==> config.mk <==
export PLATFORM = sky130hd
export DESIGN_NAME = jk_reg_counter
export DESIGN_NICKNAME = d
export VERILOG_FILES = /design/src/rtl/jk_reg_counter.sv
export SDC_FILE = /design/constraint.sdc
export NUM_CORES = 1
export LEC_CHECK = 0
export ABC_AREA = 1
export CAP_MARGIN = 0
export CORE_AREA = 2 2 39 41
export DETAILED_ROUTE_END_ITERATION = 8
export DIE_AREA = 0 0 41 43
export DONT_BUFFER_PORTS = 1
export HOLD_SLACK_MARGIN = 0.12
export PLACE_DENSITY_LB_ADDON = 0.05
export SYNTH_ARGS = -nofsm -noshare
export SYNTH_HDL_FRONTEND = slang
export SYNTH_SLANG_ARGS = --single-unit
==> constraint.sdc <==
create_clock -name clk -period 1.3 [get_ports clk]
set_input_delay 0.26 -clock clk [delete_from_list [all_inputs] [get_ports clk]]
set_output_delay 0.26 -clock clk [all_outputs]
set_load 0.01 [all_outputs]
==> src/rtl/jk_reg_counter.sv <==
// jk_reg_counter: WIDTH-bit bank of JK flip-flops with direct JK, up/down count and parallel load.
// Optional macro JK_SATURATE_EN makes both count modes saturate instead of wrapping.
module jk_reg_counter #(
    parameter int              WIDTH     = 4,
    parameter logic [WIDTH-1:0] RESET_VAL = '0
) (
    input  logic             clk,
    input  logic             rst,
    input  logic             en,
    input  logic [1:0]       mode,
    input  logic [WIDTH-1:0] j,
    input  logic [WIDTH-1:0] k,
    input  logic [WIDTH-1:0] d,
    output logic [WIDTH-1:0] q,
    output logic [WIDTH-1:0] qb,
    output logic             tc
);

    localparam logic [1:0] M_JK   = 2'b00;
    localparam logic [1:0] M_UP   = 2'b01;
    localparam logic [1:0] M_DOWN = 2'b10;
    localparam logic [1:0] M_LOAD = 2'b11;

    logic [WIDTH-1:0] up_tgl;
    logic [WIDTH-1:0] dn_tgl;
    logic [WIDTH-1:0] jv;
    logic [WIDTH-1:0] kv;
    logic [WIDTH-1:0] q_next;
    logic             all_ones;
    logic             all_zero;
    logic             sat_up;
    logic             sat_dn;

    assign all_ones = (q == {WIDTH{1'b1}});
    assign all_zero = (q == {WIDTH{1'b0}});

`ifdef JK_SATURATE_EN
    assign sat_up = all_ones;
    assign sat_dn = all_zero;
`else
    assign sat_up = 1'b0;
    assign sat_dn = 1'b0;
`endif

    // Ripple toggle chains: a bit toggles when every lower bit is 1 (up) or 0 (down).
    always_comb begin : toggle_chain
        logic ru;
        logic rd;
        ru = 1'b1;
        rd = 1'b1;
        up_tgl = '0;
        dn_tgl = '0;
        for (int i = 0; i < WIDTH; i++) begin
            up_tgl[i] = ru;
            dn_tgl[i] = rd;
            ru = ru & q[i];
            rd = rd & ~q[i];
        end
    end

    // Map the selected mode onto per-bit J/K inputs.
    always_comb begin
        jv = '0;
        kv = '0;
        unique case (mode)
            M_JK: begin
                jv = j;
                kv = k;
            end
            M_UP: begin
                jv = sat_up ? '0 : up_tgl;
                kv = sat_up ? '0 : up_tgl;
            end
            M_DOWN: begin
                jv = sat_dn ? '0 : dn_tgl;
                kv = sat_dn ? '0 : dn_tgl;
            end
            M_LOAD: begin
                jv = d;
                kv = ~d;
            end
            default: begin
                jv = '0;
                kv = '0;
            end
        endcase
    end

    // JK characteristic equation applied bitwise.
    always_comb begin
        q_next = (jv & ~q) | (~kv & q);
    end

    // State register: reset beats enable, enable beats mode.
    always_ff @(posedge clk) begin
        if (rst) begin
            q <= RESET_VAL;
        end else if (en) begin
            q <= q_next;
        end
    end

    // Terminal count is only meaningful in the two count modes.
    always_comb begin
        tc = 1'b0;
        if (mode == M_UP && all_ones) begin
            tc = 1'b1;
        end else if (mode == M_DOWN && all_zero) begin
            tc = 1'b1;
        end
    end

    assign qb = ~q;

endmodule

==> impl_metrics.tcl, run 1 <==
set metrics [dict create \
    synth_area_leaders "dfxtp_1 (20%), nor2_1 (18%), nand2_1 (17%), inv_1 (11%), nand3_1 (7.5%)" \
    grt_overflow 0 \
    worstHoldPathType "in2reg" \
    finalCriticalPeriod_ps 1280 \
    slew_viol_final 0 \
    tightest_slew_ps 277 \
    setup_viol_count_final 0 \
    fin_crit_sh 0.985 \
    ys_seq_area_frac 0.201 \
    grt_pass1_vias 490 \
    io_buffers 0 \
    place_inst 99 \
    grt_max_degree 13 \
    cts_num_sinks 4 \
    max_freq_ghz 0.781 \
    reg_top3 "q: 4 flops" \
    die_area_um2 1760 \
    synth.most_common_cell "nor2_1" \
    arrival_ps 1020 \
    syn_inst 77 \
    synth_common_cells "nor2_1 (19), nand2_1 (18), inv_1 (12), nand3_1 (6), o21ai_0 (6)" \
    largest_register "q" \
    yosysTopAreaCell "dfxtp_1" \
    cts_buffers 3 \
    drive_gt1_frac 0.250 \
    final_nets 107 \
    gp_congestion 0.758 \
    hold_violations 0 \
    synth_area_um2 398 \
    detailedPlace.worstSlack_ps 166 \
    skew_ps 4.41 \
    fillers 179 \
    rsz0062_at_grt "true" \
    reg2reg_slack_ps 230 \
    clk_latency_ps 240 \
    final_cell_count_no_fill 104 \
    routed_wl_mm 1.31 \
    ioPinCount 26 \
    vias 497 \
    ys_types 15 \
    synth_edf_count 0 \
    dr.pass1.iters 4 \
    route.detailed.drc 0 \
    die_w_um 41 \
    worst_ep_required_time_ps 1040 \
    leakage_uw 0.000255 \
    clk_pin_slew_ps 40 \
    grt_usage 0.181 \
    start_kind "flip-flop" \
    drt_iter0_markers 11 \
    antenna_left 0 \
    tritoncts "yes" \
    r2r_cells 8 \
    wl_per_cell_um 12.6 \
    viasPerCell 4.78 \
    synth_area_per_cell_um2 5.17 \
    p_per_area_nw_per_um2 882 \
    maxSlewHeadroom 0.815 \
    reg2reg_to "q[1]" \
    synthFlopType "dfxtp_1" \
    r2r-start "q[0]" \
    hold_path_depth 3 \
    cts-root-buf "clkbuf_4" \
    start_util 0.288 \
    yosys_warnings 0 \
    synth-seq-cells 4 \
    synth_top_area_share 0.201 \
    num_antenna_cells 0 \
    antenna_found_initial 0 \
    cp-end-kind "primary output" \
    ys_async_sr_fraction 0 \
    core-area_um2 1380 \
    cap_violations 0 \
    areaGrowthSynthToFinish_pct 29.9 \
    path_max_fanout 3 \
    largest_reg_flops 4 \
    die_h_um 43 \
    fin_ws_ps 19.7 \
    h-tree-depth 1 \
    min_from "rst" \
    place_hpwl_mm 1.02 \
    critical_path_class "reg2out" \
    grt_pass1_wl_mm 2.13 \
    clockBufferDepth 2 \
    rows 14 \
    status "completed" \
    max-vdd-ir-drop_v 0.000507 \
    worstHoldEndpoint "q[2]" \
    syn_nets 94 \
]
cells by family after synthesis:
kind of cell | synth area share
AND/OR/NAND/NOR | 0.481
flip-flops | 0.201
buffers and inverters | 0.151
AO/OA/AOI/OAI | 0.167
placed cells by master, fill, tap and decap left out:
master          n
o21ai_1         2
o211ai_1        1
a21oi_1         3
nor3_1          2
dfxtp_2         4
nor2_2          3
inv_2           2
nor2_1         17
nand4_1         1
dlygate4sd3_1   1
nand2_1        17
inv_1          11
o221ai_1        1
nand3_2         1
nand3_1         5
buf_4           8
o21ai_0         5
clkbuf_4        3
nand2_2         1
per-stage QoR:
step                      setup TNS [ps]  instance area, um2  hold WS [ps]  power, uW   util
after CTS                          -19.4                 502           197        455  0.363
after floorplan                        0                 398           329        239      -
after global routing               -29.9                 517           218        491  0.373
final                                  0                 517           195        456  0.373
after global placement                 0                 459           334        283  0.332
after detailed placement               0                 459           336        283  0.332
routing by layer:
layer | up-vias | GRT usage | part of all wire
met5 | - | 0 | 0
met1 | 218 | 0.239 | 0.46
li1 | 267 | - | -
met2 | 12 | 0.275 | 0.49
met4 | 0 | 0.0733 | 0
met3 | 0 | 0.0366 | 0.044
repair_timing:
item,4_1_cts,5_1_grt
endpoints found under the hold margin,2,0
endpoints found under the setup margin,1,1
hold buffers,1,0
pin swaps,5,3
buffers inserted,0,1
resized for setup,6,4
how the worst max path moves through the flow:
| stage | start | to | slack [ps] | depth (start not counted) |
|---|---|---|---|---|
| floorplan | q[0] | tc | 110 | 3 |
| global placement | q[0] | tc | 180 | 4 |
| detailed placement | q[0] | tc | 170 | 4 |
| CTS | q[1] | tc | -20 | 5 |
| global route | q[1] | tc | -30 | 4 |
| finish | q[1] | tc | 20 | 4 |
report_power, final:
| group | switching [uW] | leakage [uW] | total (uW) | internal, uW |
|---|---|---|---|---|
| logic | 86.8 | 0.000207 | 148 | 60.8 |
| registers | 12.5 | 0.0000344 | 149 | 137 |
| clock network | 55.3 | 0.0000138 | 159 | 104 |
area by class of cell:
| cell class | count | area [um2] | share of cell area |
|---|---|---|---|
| Multi-Input combinational cell | 59 | 270 | 0.523 |
| Sequential cell | 4 | 85.1 | 0.165 |
| Timing Repair Buffer | 9 | 70.1 | 0.136 |
| Inverter | 13 | 48.8 | 0.0944 |
| Clock buffer | 3 | 22.5 | 0.0436 |
| Tap cell | 16 | 20.0 | 0.0387 |
worst max-delay path, stage by stage (launching register included):
cell     delay, ps
dfxtp_2        330
nor2_2         130
nand3_2         80
o21ai_1        120
buf_4          130
Power figures use the tool's default switching activity.
==> run 2: changes to the inputs <==
--- a/config.mk
+++ b/config.mk
@@ -13,6 +13,8 @@
 export DONT_BUFFER_PORTS = 1
 export HOLD_SLACK_MARGIN = 0.12
 export PLACE_DENSITY_LB_ADDON = 0.05
+export RECOVER_POWER = 50
 export SYNTH_ARGS = -nofsm -noshare
 export SYNTH_HDL_FRONTEND = slang
 export SYNTH_SLANG_ARGS = --single-unit
+export TNS_END_PERCENT = 100
==> run 2 against run 1 <==
  * Wire length barely moved
  * Fmax barely moved
  * Critical path type unchanged
  * Utilization fell by 0.27 points
  * Die area did not move
  * Count of clock-buffer cells in the layout did not move
  * Combinational power barely moved
  * First-iteration DRC count did not move
  * Total power fell by 0.50%
  * Sequential share of layout area rose by 0.12 points
  * Global-route usage did not move
==> impl_metrics.tcl, run 2 (synthesis gave the netlist of run 1 again) <==
set metrics [dict create \
    drive_gt1_frac 0.239 \
    ioPinCount 26 \
    cp-end-kind "primary output" \
    drt-met1-wl_um 608 \
    r2r_cells 8 \
    io_buffers 0 \
    start_kind "flip-flop" \
    p_sw_uw 155 \
    reg_top3 "q: 4 flops" \
    reg2reg_slack_ps 230 \
    fillers 181 \
    slew_viol_final 0 \
    detailedPlace.worstSlack_ps 166 \
    status "completed" \
    clk_pin_slew_ps 40 \
    leakage_uw 0.000251 \
    tritoncts "yes" \
    final_nets 107 \
    grt_pass1_wl_mm 2.13 \
    clock_power_share 0.350 \
    die_w_um 41 \
    tightest_slew_ps 277 \
    grt_overflow 0 \
    place_inst 99 \
    skew_ps 4.41 \
    cp_slowest_stage_delay_ps 330 \
    fin_crit_sh 0.985 \
    wl_per_cell_um 12.6 \
    core-area_um2 1380 \
    combPwrFrac 0.321 \
    finalCriticalPeriod_ps 1280 \
    routed_wl_mm 1.31 \
    cts-root-buf "clkbuf_4" \
    p_int_uw 299 \
    vias 497 \
    power.share.switching 0.341 \
    crit_chain "nor2_2 > nand3_2 > o21ai_1 > buf_4" \
    met3_length_um 57 \
    cp_slowest_cell "dfxtp_2" \
    cts_num_sinks 4 \
    arrival_ps 1020 \
    rsz0062_at_grt "true" \
    critical_path_class "reg2out" \
    die_h_um 43 \
    hold_violations 0 \
    reg2reg_to "q[1]" \
    startpoint "q[1]" \
    h-tree-depth 1 \
    multiInputGateArea_um2 270 \
    die_area_um2 1760 \
    crit_path_end "tc" \
    most-common-layout-cells "nor2_1 (17), nand2_1 (17), inv_1 (11), buf_4 (7)" \
    fin_ws_ps 19.7 \
    cap_violations 0 \
    final_core_util 0.371 \
    worst_ep_required_time_ps 1040 \
    largest_register "q" \
    power.share.sequential 0.329 \
    setup_viol_count_final 0 \
    gp_congestion 0.758 \
    route.detailed.drc 0 \
    drt_iter0_markers 11 \
    path_max_fanout 3 \
    rows 14 \
    antenna_found_initial 0 \
    p_per_area_nw_per_um2 884 \
    dr_wl_met2_um 644 \
    grt_max_degree 13 \
    max-vdd-ir-drop_v 0.000507 \
    viasPerCell 4.78 \
    totalPowerFinal_uw 453 \
    max_freq_ghz 0.781 \
    grt_usage 0.181 \
    largest_reg_flops 4 \
    seq_area_um2 85.1 \
    top_layer_used "met3" \
    antenna_left 0 \
    start_util 0.288 \
    cts_buffers 3 \
    num_antenna_cells 0 \
    final_cell_count_no_fill 104 \
    clk_latency_ps 240 \
    clockBufferDepth 2 \
    place_hpwl_mm 1.02 \
    r2r-start "q[0]" \
    areaGrowthSynthToFinish_pct 28.9 \
    grt_pass1_vias 490 \
    dr.pass1.iters 4 \
    maxSlewHeadroom 0.815 \
    worstHoldPathType "in2reg" \
]
## run 2: cell types whose count changed in the layout (fill, tap and decap cells not counted)
cell      previous run  this run
clkbuf_1             0         1
buf_4                8         7
## run 2: power groups by stage
stage | Clock (uW) | Combinational, uW | Sequential (uW)
5_1_grt | 171 | 167 | 151
4_1_cts | 163 | 145 | 147
6_report | 159 | 145 | 149
3_5_place_dp | 0 | 137 | 146
2_1_floorplan | 0 | 84.6 | 154
3_3_place_gp | 0 | 137 | 146
## run 2: worst min path at each step
stage	start	to	depth (start not counted)
after floorplan	rst	q[0]	1
after global placement	rst	q[3]	1
after detailed placement	rst	q[3]	1
after CTS	rst	q[2]	3
after global routing	rst	q[2]	3
final	rst	q[2]	3
## run 2: worst max-delay path, delay by kind of cell (launching register included)
family,cells,cell delay [ps]
flip-flops,1,330
AND/OR/NAND/NOR,2,210
buffers and inverters,1,130
AO/OA/AOI/OAI,1,120
## run 2: cell type report
| cell class | instances | share of cell area |
|---|---|---|
| multi-input combinational | 59 | 0.527 |
| sequential | 4 | 0.166 |
| timing repair buffer | 9 | 0.129 |
| inverter | 13 | 0.0951 |
| clock buffer | 3 | 0.0439 |
| tap | 16 | 0.0390 |
## run 2: through the flow
stage          TNS (ps)  cell area [um2]  hold slack, ps
6_report              0              513             195
5_1_grt           -29.9              513             218
4_1_cts           -19.4              502             197
3_5_place_dp          0              459             336
3_3_place_gp          0              459             334
2_1_floorplan         0              398             329
## run 2: layer usage
| metal | GRT usage | vias to the layer above |
|---|---|---|
| met5 | 0 | - |
| met4 | 0.0733 | 0 |
| met3 | 0.0366 | 0 |
| met2 | 0.275 | 12 |
| met1 | 0.239 | 218 |
| li1 | - | 267 |
## run 2: timing repair
action | in CTS | in global routing
gates cloned | 0 | 0
setup buffers | 0 | 1
resized for setup | 6 | 4
hold buffers | 1 | 0
endpoints found under the hold margin | 2 | 0
endpoints found under the setup margin | 1 | 1
pin swaps | 5 | 3
==> run 3: changes to the inputs <==
--- a/config.mk
+++ b/config.mk
@@ -12,7 +12,7 @@
 export DIE_AREA = 0 0 41 43
 export DONT_BUFFER_PORTS = 1
 export HOLD_SLACK_MARGIN = 0.12
-export PLACE_DENSITY_LB_ADDON = 0.05
+export PLACE_DENSITY = 0.44
 export RECOVER_POWER = 50
 export SYNTH_ARGS = -nofsm -noshare
 export SYNTH_HDL_FRONTEND = slang
==> constraint.sdc (replaced) <==
create_clock -name clk -period 1.3 [get_ports clk]
set_input_delay 0.26 -clock clk [delete_from_list [all_inputs] [get_ports clk]]
set_output_delay 0.26 -clock clk [all_outputs]
set_load 0.02 [all_outputs]
==> run 3 against run 2 <==
  * Sequential cell count unchanged
  * Clock power is essentially flat
  * Final area increased by 3.7%
  * Sequential power up 4%
  * Critical path type unchanged
  * Wire length is 3.0% lower
==> impl_metrics.tcl, run 3 (synthesis gave the netlist of run 1 again) <==
set metrics [dict create \
    grt_overflow 0 \
    drive_gt1_frac 0.239 \
    viasPerCell 4.91 \
    clock_power_share 0.337 \
    gp_congestion 0.735 \
    most-common-layout-cells "nor2_1 (17), nand2_1 (17), inv_1 (11), buf_4 (6), o21ai_0 (5)" \
    die_h_um 43 \
    hold_violations 0 \
    ioPinCount 26 \
    cts-root-buf "clkbuf_4" \
    antenna_left 0 \
    drt_iter0_markers 6 \
    start_util 0.288 \
    fin_crit_sh 0.982 \
    skew_ps 0.117 \
    tightest_slew_ps 293 \
    leakage_uw 0.000251 \
    largest_reg_flops 4 \
    largest_register "q" \
    tritoncts "yes" \
    p_sw_uw 180 \
    arrival_ps 1020 \
    status "completed" \
    num_antenna_cells 0 \
    route.detailed.drc 0 \
    worstHoldPathType "in2reg" \
    finalCriticalPeriod_ps 1280 \
    crit_path_end "tc" \
    grt_usage 0.168 \
    place_hpwl_um 971 \
    rsz0062_at_grt "true" \
    wl_per_cell_um 12.2 \
    vias 511 \
    cp-end-kind "primary output" \
    setup_viol_count_final 0 \
    cap_violations 0 \
    reg2reg_to "q[3]" \
    reg2reg_slack_ps 130 \
    r2r_cells 8 \
    areaGrowthSynthToFinish_pct 33.6 \
    rows 14 \
    reg_top3 "q: 4 flops" \
    combPwrFrac 0.340 \
    core-area_um2 1380 \
    final_nets 107 \
    clockBufferDepth 2 \
    critical_path_class "reg2out" \
    r2r-start "q[1]" \
    start_kind "flip-flop" \
    die_area_um2 1760 \
    fillers 159 \
    cts_num_sinks 4 \
    routed_wl_mm 1.27 \
    min_from "rst" \
    tns_ps 0 \
    maxSlewHeadroom 0.804 \
    dr.pass1.iters 2 \
    max-vdd-ir-drop_v 0.000480 \
    io_buffers 0 \
    cts_buffers 3 \
    grt_pass1_vias 436 \
    p_per_area_nw_per_um2 903 \
    worst_ep_required_time_ps 1040 \
    final_core_util 0.384 \
    power.share.switching 0.375 \
    h-tree-depth 1 \
    slew_viol_final 0 \
    clk_latency_ps 240 \
    grt_max_degree 13 \
    clk_pin_slew_ps 40 \
    power.share.sequential 0.322 \
    startpoint "q[0]" \
    die_w_um 41 \
    grt_pass1_wl_mm 1.94 \
    antenna_found_initial 0 \
    max_freq_ghz 0.784 \
    p_int_uw 300 \
    path_max_fanout 5 \
]
-- run 3: cell count changes in the layout (fill, tap and decap cells not counted) --
cell,change
clkbuf_1,+1
dfxtp_2,-2
o21ai_4,+1
dfxtp_1,+1
nand3_1,-1
buf_4,-1
nand3_2,+1
dfxtp_4,+1
nor2_4,+1
nor2_2,-1
o21ai_1,-1
-- run 3: worst max-delay path: stages, from the launching register on --
cell and delay, ps:
dfxtp_4 370, nand2_2 50, nor2_2 140, nand3_2 100, o21ai_4 110
-- run 3: worst min path at each step --
stage | to | slack (ps) | cells past startpoint
after floorplan | q[0] | 330 | 1
after global placement | q[3] | 330 | 1
after detailed placement | q[0] | 330 | 1
after CTS | q[2] | 190 | 3
after global routing | q[2] | 200 | 3
final | q[2] | 190 | 3
-- run 3: stage by stage --
stage / hold slack [ps] / setup slack, ps / power, uW / instances / cell area, um2
global placement: 333 / 174 / 300 / 98 / 455
floorplan: 329 / 38.0 / 259 / 77 / 402
finish: 190 / 23.9 / 480 / 104 / 532
CTS: 187 / -7.40 / 485 / 104 / 524
global route: 202 / -16.9 / 513 / 104 / 532
detailed placement: 334 / 156 / 300 / 98 / 455
-- run 3: cell type report --
type	count	area (um2)	area share
Multi-Input combinational cell	59	292	0.548
Sequential cell	4	86.3	0.162
Timing Repair Buffer	9	62.6	0.118
Inverter	13	48.8	0.0918
Clock buffer	3	22.5	0.0424
Tap cell	16	20.0	0.0376
-- run 3: power by group through the flow --
stage	sequential (uW)	combinational (uW)	clock, uW
after floorplan	163	95.7	0
after global placement	150	150	0
after global routing	156	181	176
final	155	163	162
after CTS	151	166	168
after detailed placement	150	150	0
-- run 3: repair_timing --
item                                   CTS  global route
endpoints found under the hold margin    2             0
gates resized for setup                  7             5
setup buffers                            2             0
setup endpoints to repair                1             1
pin swaps                                2             2
hold buffers                             1             0
-- run 3: per-layer routing --
| metal | vias to the layer above | part of all wire | global-route usage |
|---|---|---|---|
| li1 | 267 | - | - |
| met1 | 222 | 0.45 | 0.214 |
| met2 | 18 | 0.45 | 0.222 |
| met3 | 4 | 0.071 | 0.0785 |
| met4 | 0 | 0.026 | 0.100 |
| met5 | - | 0 | 0 |
